$ cat src/rtl/aes_pkg.sv
// Shared constants and helpers for the AES block/key datapath.
//   AES_BLOCK_W : width of one AES block or key in bits
//   RCON_INIT   : first round constant of a key schedule
//   RCON_POLY   : GF(2^8) reduction byte applied when xtime overflows
//   xtime()     : multiply a byte by x in GF(2^8)
package aes_pkg;

    localparam int         AES_BLOCK_W = 128;
    localparam logic [7:0] RCON_INIT   = 8'h01;
    localparam logic [7:0] RCON_POLY   = 8'h1B;

    function automatic logic [7:0] xtime(input logic [7:0] x);
        return {x[6:0], 1'b0} ^ (x[7] ? RCON_POLY : 8'h00);
    endfunction

endpackage

$ cat src/rtl/aes_rcon_gen.sv
// Round-constant generator for the push side of the block queue.
// Ports:
//   clock      rising-edge clock
//   reset      synchronous active-high reset, register returns to RCON_INIT
//   i_advance  an entry is being accepted this cycle
//   i_restart  the entry being offered starts a new key schedule
//   o_rcon_e   Rcon to attach to the entry being offered
module aes_rcon_gen
    import aes_pkg::*;
(
    input  logic       clock,
    input  logic       reset,
    input  logic       i_advance,
    input  logic       i_restart,
    output logic [7:0] o_rcon_e
);

    logic [7:0] r_rcon;
    logic [7:0] w_rcon_e;

    // A new key always starts at RCON_INIT regardless of where the previous
    // schedule had got to; the register then holds the constant for the
    // following entry.
    assign w_rcon_e = i_restart ? RCON_INIT : r_rcon;

    always_ff @(posedge clock) begin
        if (reset) begin
            r_rcon <= RCON_INIT;
        end else if (i_advance) begin
            r_rcon <= xtime(w_rcon_e);
        end
    end

    assign o_rcon_e = w_rcon_e;

endmodule

$ cat src/rtl/aes_block_queue.sv
// First-word-fall-through queue of AES blocks/keys. Each entry carries its
// new-key marker and the Rcon for its key-expansion round.
// Ports:
//   clock, reset                         clock and synchronous active-high reset
//   in_data/in_new_key/in_valid/in_ready  producer side (valid/ready)
//   out_data/out_new_key/out_rcon         head entry, combinational from storage
//   out_valid/out_ready                   consumer side (valid/ready)
//   empty/full/almost_full/count          occupancy status
module aes_block_queue
    import aes_pkg::*;
#(
    parameter int DATA_W   = AES_BLOCK_W,
    parameter int DEPTH    = 8,
    parameter int AFULL_TH = 6
) (
    input  logic                     clock,
    input  logic                     reset,
    input  logic [DATA_W-1:0]        in_data,
    input  logic                     in_new_key,
    input  logic                     in_valid,
    output logic                     in_ready,
    output logic [DATA_W-1:0]        out_data,
    output logic                     out_new_key,
    output logic [7:0]               out_rcon,
    output logic                     out_valid,
    input  logic                     out_ready,
    output logic                     empty,
    output logic                     full,
    output logic                     almost_full,
    output logic [$clog2(DEPTH):0]   count
);

    localparam int PTR_W = $clog2(DEPTH);
    localparam int CNT_W = PTR_W + 1;

    logic [DATA_W-1:0] r_mem_data [DEPTH];
    logic              r_mem_key  [DEPTH];
    logic [7:0]        r_mem_rcon [DEPTH];

    logic [PTR_W-1:0]  r_wr_ptr;
    logic [PTR_W-1:0]  r_rd_ptr;
    logic [CNT_W-1:0]  r_count;

    logic              w_empty;
    logic              w_full;
    logic              w_push;
    logic              w_pop;
    logic [7:0]        w_rcon_e;

    assign w_empty = (r_count == '0);
    assign w_full  = (r_count == CNT_W'(DEPTH));

    // No pass-through when full: a pop in the same cycle does not open a slot
    // for the producer until the next cycle.
    assign w_push = in_valid && !w_full;
    assign w_pop  = out_ready && !w_empty;

    aes_rcon_gen u_rcon_gen (
        .clock     (clock),
        .reset     (reset),
        .i_advance (w_push),
        .i_restart (in_new_key),
        .o_rcon_e  (w_rcon_e)
    );

    // Storage is deliberately not reset; out_valid qualifies the head.
    always_ff @(posedge clock) begin
        if (w_push) begin
            r_mem_data[r_wr_ptr] <= in_data;
            r_mem_key[r_wr_ptr]  <= in_new_key;
            r_mem_rcon[r_wr_ptr] <= w_rcon_e;
        end
    end

    always_ff @(posedge clock) begin
        if (reset) begin
            r_wr_ptr <= '0;
            r_rd_ptr <= '0;
            r_count  <= '0;
        end else begin
            if (w_push) begin
                r_wr_ptr <= r_wr_ptr + PTR_W'(1);
            end
            if (w_pop) begin
                r_rd_ptr <= r_rd_ptr + PTR_W'(1);
            end
            case ({w_push, w_pop})
                2'b10:   r_count <= r_count + CNT_W'(1);
                2'b01:   r_count <= r_count - CNT_W'(1);
                default: r_count <= r_count;
            endcase
        end
    end

    assign out_data    = r_mem_data[r_rd_ptr];
    assign out_new_key = r_mem_key[r_rd_ptr];
    assign out_rcon    = r_mem_rcon[r_rd_ptr];
    assign out_valid   = !w_empty;
    assign in_ready    = !w_full;
    assign empty       = w_empty;
    assign full        = w_full;
    assign almost_full = (r_count >= CNT_W'(AFULL_TH));
    assign count       = r_count;

endmodule

$ cat config.mk
export PLATFORM = sky130hd
export DESIGN_NAME = aes_block_queue
export DESIGN_NICKNAME = d
export VERILOG_FILES = /design/src/rtl/aes_pkg.sv /design/src/rtl/aes_rcon_gen.sv /design/src/rtl/aes_block_queue.sv
export SDC_FILE = /design/constraint.sdc
export NUM_CORES = 1
export LEC_CHECK = 0
export ABC_CLOCK_PERIOD_IN_PS = 22700
export BUFFER_PORTS_ARGS = -buffer_cell sky130_fd_sc_hd__clkbuf_2
export CAP_MARGIN = 20
export CORE_AREA = 5 5 381 383
export DETAILED_ROUTE_END_ITERATION = 7
export DIE_AREA = 0 0 386 388
export HOLD_SLACK_MARGIN = 0.06
export PLACE_DENSITY = 0.56
export SETUP_SLACK_MARGIN = 0.2
export SYNTH_ARGS = -nofsm -noshare
export SYNTH_HDL_FRONTEND = slang
export SYNTH_SLANG_ARGS = --single-unit
$ cat constraint.sdc
create_clock -name clock -period 22.7 [get_ports clock]
set_clock_uncertainty 0.1 [all_clocks]
set_input_delay 3.405 -clock clock [delete_from_list [all_inputs] [get_ports clock]]
set_output_delay 3.405 -clock clock [all_outputs]
set_load 0.02 [all_outputs]
Word level (Yosys, flattened, before mapping):

Memory sizes are Yosys's and may differ from the RTL's. A register that Yosys moved wholly into a read port is not among the register bits.
Index checks and enable logic that the tools add are counted.

* output and inout bits: 146
* bits of input ports: 133
* RAM bits: 1096
* register bits: 18
* memories kept: 3

* muxes and demuxes: 11
* add/subtract/negate cells: 4
* bitwise logic cells: 1
* order comparisons: 1
* eq/ne operators: 3
* reductions and logical operators: 6

Memories
* r_mem_data: words 8, width 128, rd ports 1, clocked after memory_dff 1, write ports 1, RTL line aes_block_queue.sv:36 `logic [DATA_W-1:0] r_mem_data [DEPTH];`
* r_mem_rcon: words 8, width 8, rd ports 1, clocked after memory_dff 1, write ports 1, RTL line aes_block_queue.sv:38 `logic [7:0] r_mem_rcon [DEPTH];`
* r_mem_key: words 8, width 1, rd ports 1, clocked after memory_dff 1, write ports 1, RTL line aes_block_queue.sv:37 `logic r_mem_key [DEPTH];`

Operators by type and width (number)
* 3-bit 2-to-1 mux: 6
* 8-bit 2-to-1 mux: 1
* 4-bit one-hot mux with 2 select lines: 1
* 8-bit bitwise XOR: 1
* 3-bit by 1-bit adder with 3-bit output, second input constant: 2
* 5-bit 2-to-1 mux: 1
* 4-bit by 1-bit adder with 4-bit output, second input constant: 1
* 4-bit == test, second input constant: 1
* 4-bit by 3-bit greater-or-equal comparator with 1-bit output, second input constant: 1
* 4-bit zero test: 1
* 4-bit by 1-bit subtractor with 4-bit output, second input constant: 1
* 2-bit by 1-bit == test with 1-bit output, second input constant: 1
* 2-bit == test, second input constant: 1
* 1-bit logical AND: 2
* 1-bit zero test: 2
* 1-bit 2-to-1 mux: 2
* 2-bit nonzero test: 1

Depth between registers and ports, before layout:

Gate-level depths: netlist (run 1).

* depth in word-level cells: 5
* gate-level depth with buffers: 13
* gate-level depth less buffers: 10

Hierarchy:

A second synthesis (run 1) with hierarchy kept.

* cell total of the unflattened synthesis: 1707
* area total of the unflattened synthesis: 42210.5 µm²

By module, submodules not included
* aes_block_queue: seq. area each 33171.8 µm², cells each 1663, area each 41805.1 µm², times used 1
* aes_rcon_gen: seq. area each 160.2 µm², cells each 44, area each 405.4 µm², times used 1

Least setup slack after synthesis (run 1):

Ideal clock, no wire load.

* kind: input -> register
* from: in in_valid
* to: mem r_mem_data[0][0] (netlist name) (enable)
* stages: 5
* setup slack: 4.909 ns
* setup time: 0.969 ns
* arrival time: 16.722 ns
* data required time: 21.631 ns
* cells stage by stage: and2_4 buf_6 clkinv_4 buf_12 nor4_1

* word-level cells in the longest chain between the ends: 3

RTL lines
* from (decl): RTL line aes_block_queue.sv:20 `input logic in_valid,`
* 1-bit logical AND: RTL line aes_block_queue.sv:55 `assign w_push = in_valid && !w_full;`
* 1-bit 2-to-1 mux: RTL line aes_block_queue.sv:68 `if (w_push) begin`
* 1-bit 2-to-1 mux (not written as such): RTL line aes_block_queue.sv:69 `r_mem_data[r_wr_ptr] <= in_data;`
* to (decl): RTL line aes_block_queue.sv:36

No other way between the ends.

==> run_results.csv, run 1 <==
group,metric,value,unit
pwr,p_leak,15.5,nW
pwr,p_seq_frac,0.451,
routing,first_pass_iters,5,
clock_tree,clk_latency,690,ps
routing,drc,0,
sta,worst_pin_slew,1090,ps
routing,final_antenna_net_count,0,
pwr,p_int,3.97,mW
setup_path,rr_worst_depth,6,
global_route,gr-total-overflow,0,
synth,ys_ff_latch,1117,
setup_path,r2r-end,"r_mem_data[7][83]",
routing,routed_via_density,4.61,
die,die_area,150000,sq um
finish,finalCoreUtilization,0.352,
sta,hold_viol_final,0,
clock_tree,htreeDepth,3,
clock_tree,tritoncts,"done",
synth,synthesis.area,42000,sq um
clock_tree,cts_resized,0,
die,ios,279,
worst_hold_path,min_to,"u_rcon_gen.r_rcon[4]",
clock_tree,clock_path_buffers,3,
clock_tree,cts_setup_buffers,0,
die,fp.dieW,386,um
setup_path,cp_top_family,"buffers and inverters",
sta,layout_min_cycle_time,8400,ps
die,core,141000,sq um
setup_path,crit_type,"flop to output pin",
global_route,grt_pass1_wl,135000,um
setup_path,critical_path.slowest_cell,"dfxtp_4",
die,dieHeight,388,um
clock_tree,ctsHoldBuffers,0,
synth,synth_cells,1707,
synth,ys_warn_count,0,
die,start_util,0.298,
global_route,grt_pass1_vias,20300,
synth,synth_edf_count,1096,
sta,tns,0,ps
synth,yosys-top-cells-count,"1096 x edfxtp_1, 274 x mux4_2, 138 x mux2_2, 42 x clkbuf_1, 29 x buf_2",
setup_path,cp_max_fo,62,
die,num_rows,138,
synth,ys_types,38,
worst_hold_path,hp-start,"u_rcon_gen.r_rcon[4]",
finish,area_growth,18.2,%
finish,final_cells,4062,
pwr,power.switching,1.42,mW
routing,wl,91500,um
sta,grt_setup_unrepaired,"no",
global_route,grt_use_total,0.122,
setup_path,cp.required,19190,ps
setup_path,reg2reg_slack,18730,ps
synth,seq_area_frac_synth,0.793,
sta,fin_ws,14300,ps
routing,drtIter0Drc,1173,
synth,synth-async-reset-ratio,0,
synth,yosys.area.top_type,"edfxtp_1",
synth,syn_area_per_cell,24.6,sq um
setup_path,cpMostUsedCell,"buf_4",
routing,avgRoutedWirePerCell,22.5,um
setup_path,cp-start-kind,"flop",
place,gp_congestion,0.694,
place,dp_hpwl,50300,um
setup_path,worst-path-buf-inv,4,
synth,yosys_most_used_dff,"edfxtp_1",
pwr,clkPwrFrac,0.350,
setup_path,worst-endpoint-arrival,4890,ps
setup_path,max_stage_delay,870,ps
pwr,p_per_area,108,nW/um^2
place,io_buffers,278,
sta,final-setup-viol-count,0,
setup_path,worstPathCellList,"buf_4, buf_4, buf_4, mux4_2, mux2_2, clkbuf_2",
synth,yosysMostFrequentCell,"edfxtp_1",
global_route,antenna_found_initial,16,
place,pre_cts_ws,14860,ps
worst_hold_path,hold_path_class,"flop to flop",
finish,num-nets-final,2200,
flow_run,cap_violations,0,
synth,yosys.area.top_type_share,0.783,
clock_tree,root_buffer,"clkbuf_16",
setup_path,worst_setup_path_end_kind,"output pin",
finish,drive_gt1_frac,0.430,
sta,drv_slew,0,
clock_tree,cts_buffers,118,
place,dp_cells,3831,
pwr,comb_power_share,0.199,
run_status,status,"finished clean",
sta,relSlewSlack,0.270,
sta,fmax,119,MHz
sta,finalCritPeriodShare,0.370,
pwr,peakVddDrop,0.0868,mV
synth,synth.area.top_cells,"edfxtp_1 78%, mux4_2 15%, mux2_2 3.7%",
global_route,grt_max_degree,103,
setup_path,reg2reg_from,"count[1]",
clock_tree,cts_sinks,1117,
worst_hold_path,hold_depth,2,
clock_tree,cts.clk_slew.worst_paths,60,ps
synth,synth_fp_nets,1845,
routing,vias,18700,
pwr,netSwitchingFraction,0.263,
-- logic make-up after synthesis --
logic type,Yosys count,share of synthesized area
multiplexers,413,0.184
buffers and inverters,87,0.00949
AO/OA/AOI/OAI,16,0.00259
flip-flops,1117,0.793
adder cells (fa/ha/maj),5,0.00149
XOR/XNOR,10,0.00208
AND/OR/NAND/NOR,59,0.00750
-- sequential cells by signal, indices dropped and copies added (netlist names), named ones only --
register and cells:
count 4, r_mem_data 1024, r_mem_key 8, r_mem_rcon 64
r_rd_ptr 3, r_wr_ptr 3, u_rcon_gen.r_rcon 8
-- metrics by stage --
step / hold slack (ps) / total power [mW] / area (sq um)
final: 358 / 5.38 / 49700
after global routing: 373 / 5.63 / 49700
after CTS: 361 / 5.47 / 49600
after detailed placement: 352 / 3.57 / 45800
after global placement: 346 / 3.55 / 45800
after floorplan: 336 / 3.27 / 42000
-- power by group through the flow --
stage	clock network, mW	registers, mW	logic (mW)
2_1_floorplan	0	2.47	0.796
3_3_place_gp	0	2.47	1.08
3_5_place_dp	0	2.48	1.09
4_1_cts	1.94	2.43	1.10
5_1_grt	2.03	2.44	1.16
6_report	1.88	2.43	1.07
-- worst max path at each step --
stage,end,slack [ps],cells after the start
2_1_floorplan,r_mem_data[0][0],4910,5
3_3_place_gp,out_data[94],14930,6
3_5_place_dp,out_data[94],14860,6
4_1_cts,out_data[94],14060,6
5_1_grt,out_data[54],13950,6
6_report,out_data[64],14300,6
-- worst register-to-register path: cells and delay by family (launching register included) --
family / cells / cell delay, ps
AND/OR/NAND/NOR: 4 / 1620
flip-flops: 1 / 500
buffers and inverters: 2 / 1370
-- placed cells by master, fill, tap and decap left out, types with 2 or more instances in the layout --
cell type | Yosys | routed
clkinv_4 | 1 | 2
xor2_1 | 7 | 7
nor2_1 | 12 | 9
nand2_1 | 13 | 13
inv_1 | 3 | 3
a21oi_2 | 5 | 5
clkbuf_1 | 42 | 15
clkinv_8 | 0 | 2
xnor2_1 | 3 | 3
dfxtp_1 | 21 | 18
dfxtp_4 | 0 | 3
nand2_2 | 3 | 3
clkbuf_16 | 0 | 119
or3_1 | 3 | 3
diode_2 | 0 | 10
nor2b_1 | 8 | 8
ha_1 | 5 | 5
mux4_2 | 274 | 274
nor3_1 | 6 | 2
edfxtp_1 | 1096 | 1096
clkinvlp_4 | 0 | 10
nor3_2 | 0 | 4
clkbuf_2 | 0 | 278
nand3_1 | 3 | 3
clkinv_2 | 0 | 24
bufinv_16 | 0 | 12
mux2_2 | 138 | 138
o21ai_0 | 2 | 2
nand2b_1 | 2 | 2
clkinv_1 | 0 | 28
inv_6 | 0 | 7
buf_4 | 0 | 38
nor2_4 | 0 | 3
a21oi_1 | 6 | 6
-- layer usage --
| layer | share of wire | global-route usage | wire (um) | vias to the layer above |
|---|---|---|---|---|
| met2 | 0.49 | 0.202 | 45000 | 478 |
| li1 | - | - | - | 8046 |
| met4 | 0.023 | 0.0327 | 2070 | 10 |
| met5 | 0.0010 | 0 | 94 | - |
| met3 | 0.071 | 0.0381 | 6470 | 159 |
| met1 | 0.41 | 0.154 | 37800 | 10000 |
-- cell type report --
type / count / area, sq um
Clock inverter: 86 / 805
Fill cell: 13000 / 91400
Timing Repair Buffer: 318 / 1720
Clock buffer: 134 / 3030
Antenna cell: 10 / 25.0
Sequential cell: 1117 / 33300
Multi-Input combinational cell: 503 / 8360
Inverter: 4 / 20.0
Tap cell: 1890 / 2360
Note: power is estimated with default switching activity, not from simulation.
==> run 2: changes to the inputs <==
ABC_CLOCK_PERIOD_IN_PS = 7700   (was 22700)
PLACE_DENSITY = 0.58   (was 0.56)
clock period = 7.7 ns   (was 22.7 ns; I/O delays follow)
==> run 2 against run 1 <==
- global-route usage increased by 0.091 points
- clock power grew to 2.8 times the previous value
- sequential share of layout area rose by 0.29 points
- flip-flop and latch count did not move
- sequential power grew to 2.9 times the previous value
- cell area shrank 0.43%
- utilization down 0.15 points
==> run_results.csv, run 2 (synthesis results as in run 1) <==
group,metric,value,unit
die,fp.dieW,386,um
clock_tree,cts_buffers,115,
clock_tree,clock_path_buffers,3,
setup_path,worstPathCellList,"buf_12, mux4_2, mux2_2, clkbuf_2",
sta,hold_viol_final,0,
sta,grt_setup_unrepaired,"no",
sta,finalCritPeriodShare,0.623,
finish,final_common_cell,"edfxtp_1",
pwr,peakVddDrop,0.259,mV
finish,final_area,49500,sq um
flow_run,cap_violations,0,
die,start_util,0.298,
pwr,fin_total_pwr,15.6,mW
setup_path,r2r-end,"r_mem_data[0][77]",
setup_path,cp.required,6440,ps
setup_path,critical_path.slowest_cell,"dfxtp_4",
finish,regMostFlops,"r_mem_data",
finish,final-seq-area,33300,sq um
finish,multi_input_area,8390,sq um
sta,final-setup-viol-count,0,
pwr,netSwitchingFraction,0.267,
place,io_buffers,278,
pwr,p_int,11.4,mW
finish,drive_gt1_frac,0.421,
die,num_rows,138,
global_route,antenna_found_initial,16,
setup_path,cp-endpoint,"out_data[6]",
die,core,141000,sq um
clock_tree,ctsHoldBuffers,0,
setup_path,rr_worst_depth,6,
finish,nFillCells,12900,
routing,avgRoutedWirePerCell,23.0,um
clock_tree,cts_sinks,1117,
routing,drc,0,
sta,worst_pin_slew,1130,ps
place,gp_congestion,0.677,
sta,tns,0,ps
place,pre_cts_ws,3550,ps
pwr,power.switching,4.16,mW
setup_path,crit_type,"flop to output pin",
routing,drtIter0Drc,1165,
clock_tree,clk_latency,730,ps
clock_tree,cts.clk_slew.worst_paths,60,ps
setup_path,cp_max_fo,98,
pwr,p_per_area,315,nW/um^2
global_route,grt_pass1_wl,135000,um
setup_path,cp-start-kind,"flop",
pwr,p_leak,15.4,nW
sta,layout_min_cycle_time,4800,ps
routing,wl_met1,38700,um
global_route,grt_max_degree,109,
setup_path,worst_setup_path_end_kind,"output pin",
sta,fin_ws,2900,ps
finish,reg_top3,"r_mem_data x1024, r_mem_rcon x64",
routing,first_pass_iters,5,
routing,routed_via_density,4.59,
routing,final_antenna_net_count,0,
sta,relSlewSlack,0.249,
die,dieHeight,388,um
clock_tree,cts_resized,0,
run_status,status,"finished clean",
pwr,comb_power_share,0.206,
setup_path,reg2reg_slack,4120,ps
finish,finalCoreUtilization,0.351,
sta,drv_slew,0,
setup_path,max_stage_delay,810,ps
place,dp_hpwl,50600,um
finish,area_growth,17.6,%
pwr,p_seq_frac,0.458,
routing,wl,92900,um
finish,num-nets-final,2188,
worst_hold_path,hold_path_class,"flop to flop",
global_route,grt_use_total,0.123,
sta,fmax,208,MHz
clock_tree,htreeDepth,3,
global_route,grt_pass1_vias,20300,
clock_tree,cts_setup_buffers,0,
setup_path,reg2reg_from,"count[1]",
routing,route.met3.wl,6040,um
setup_path,worst-endpoint-arrival,3540,ps
die,die_area,150000,sq um
clock_tree,tritoncts,"done",
finish,final_cell_mix,"1096 x edfxtp_1, 278 x clkbuf_2, 274 x mux4_2",
routing,routed.top_layer,"met5",
finish,largest_reg_flops,1024,
routing,vias,18600,
clock_tree,root_buffer,"clkbuf_16",
die,ios,279,
place,place_area,45800,sq um
routing,dr_wl_met2,46300,um
pwr,clkPwrFrac,0.336,
global_route,gr-total-overflow,0,
## run 2: worst min-delay path by stage
stage | start | endpoint | slack [ps] | depth (start not counted)
after floorplan | u_rcon_gen.r_rcon[4] | u_rcon_gen.r_rcon[4] | 340 | 2
after global placement | u_rcon_gen.r_rcon[4] | u_rcon_gen.r_rcon[4] | 350 | 2
after detailed placement | u_rcon_gen.r_rcon[4] | u_rcon_gen.r_rcon[4] | 360 | 2
after CTS | u_rcon_gen.r_rcon[4] | u_rcon_gen.r_rcon[4] | 370 | 2
after global routing | u_rcon_gen.r_rcon[4] | u_rcon_gen.r_rcon[4] | 390 | 2
final | u_rcon_gen.r_rcon[4] | u_rcon_gen.r_rcon[4] | 370 | 2
## run 2: critical path: cells and delay by family (launching register included)
kind | cells | cell delay (ps)
DFF | 1 | 810
buffers and inverters | 2 | 790
muxes | 2 | 920
## run 2: power groups by stage
stage               Sequential [mW]  Clock, mW  Combinational (mW)
floorplan                      7.23          0                2.35
global placement               7.27          0                3.24
detailed placement             7.30          0                3.28
CTS                            7.17       5.40                3.29
global route                   7.17       5.65                3.47
finish                         7.14       5.24                3.21
## run 2: per-layer routing
metal | vias to the layer above | GRT usage
li1 | 7994 | -
met1 | 9994 | 0.156
met2 | 421 | 0.206
met3 | 133 | 0.0346
met4 | 10 | 0.0345
met5 | - | 0
## run 2: stage by stage
step / hold WS (ps) / instances
global route: 392 / 4030
floorplan: 336 / 1707
detailed placement: 360 / 3822
CTS: 368 / 4029
finish: 370 / 4040
global placement: 346 / 3822
## run 2: final cells by class
| type | instances | area share |
|---|---|---|
| flip-flops and latches | 1117 | 0.674 |
| multi-input cells | 503 | 0.170 |
| clock buffers | 137 | 0.0607 |
| well taps | 1890 | 0.0478 |
| repair buffers | 309 | 0.0353 |
| clock inverters | 70 | 0.0115 |
| diodes | 10 | 0.000506 |
| inverters | 4 | 0.000405 |
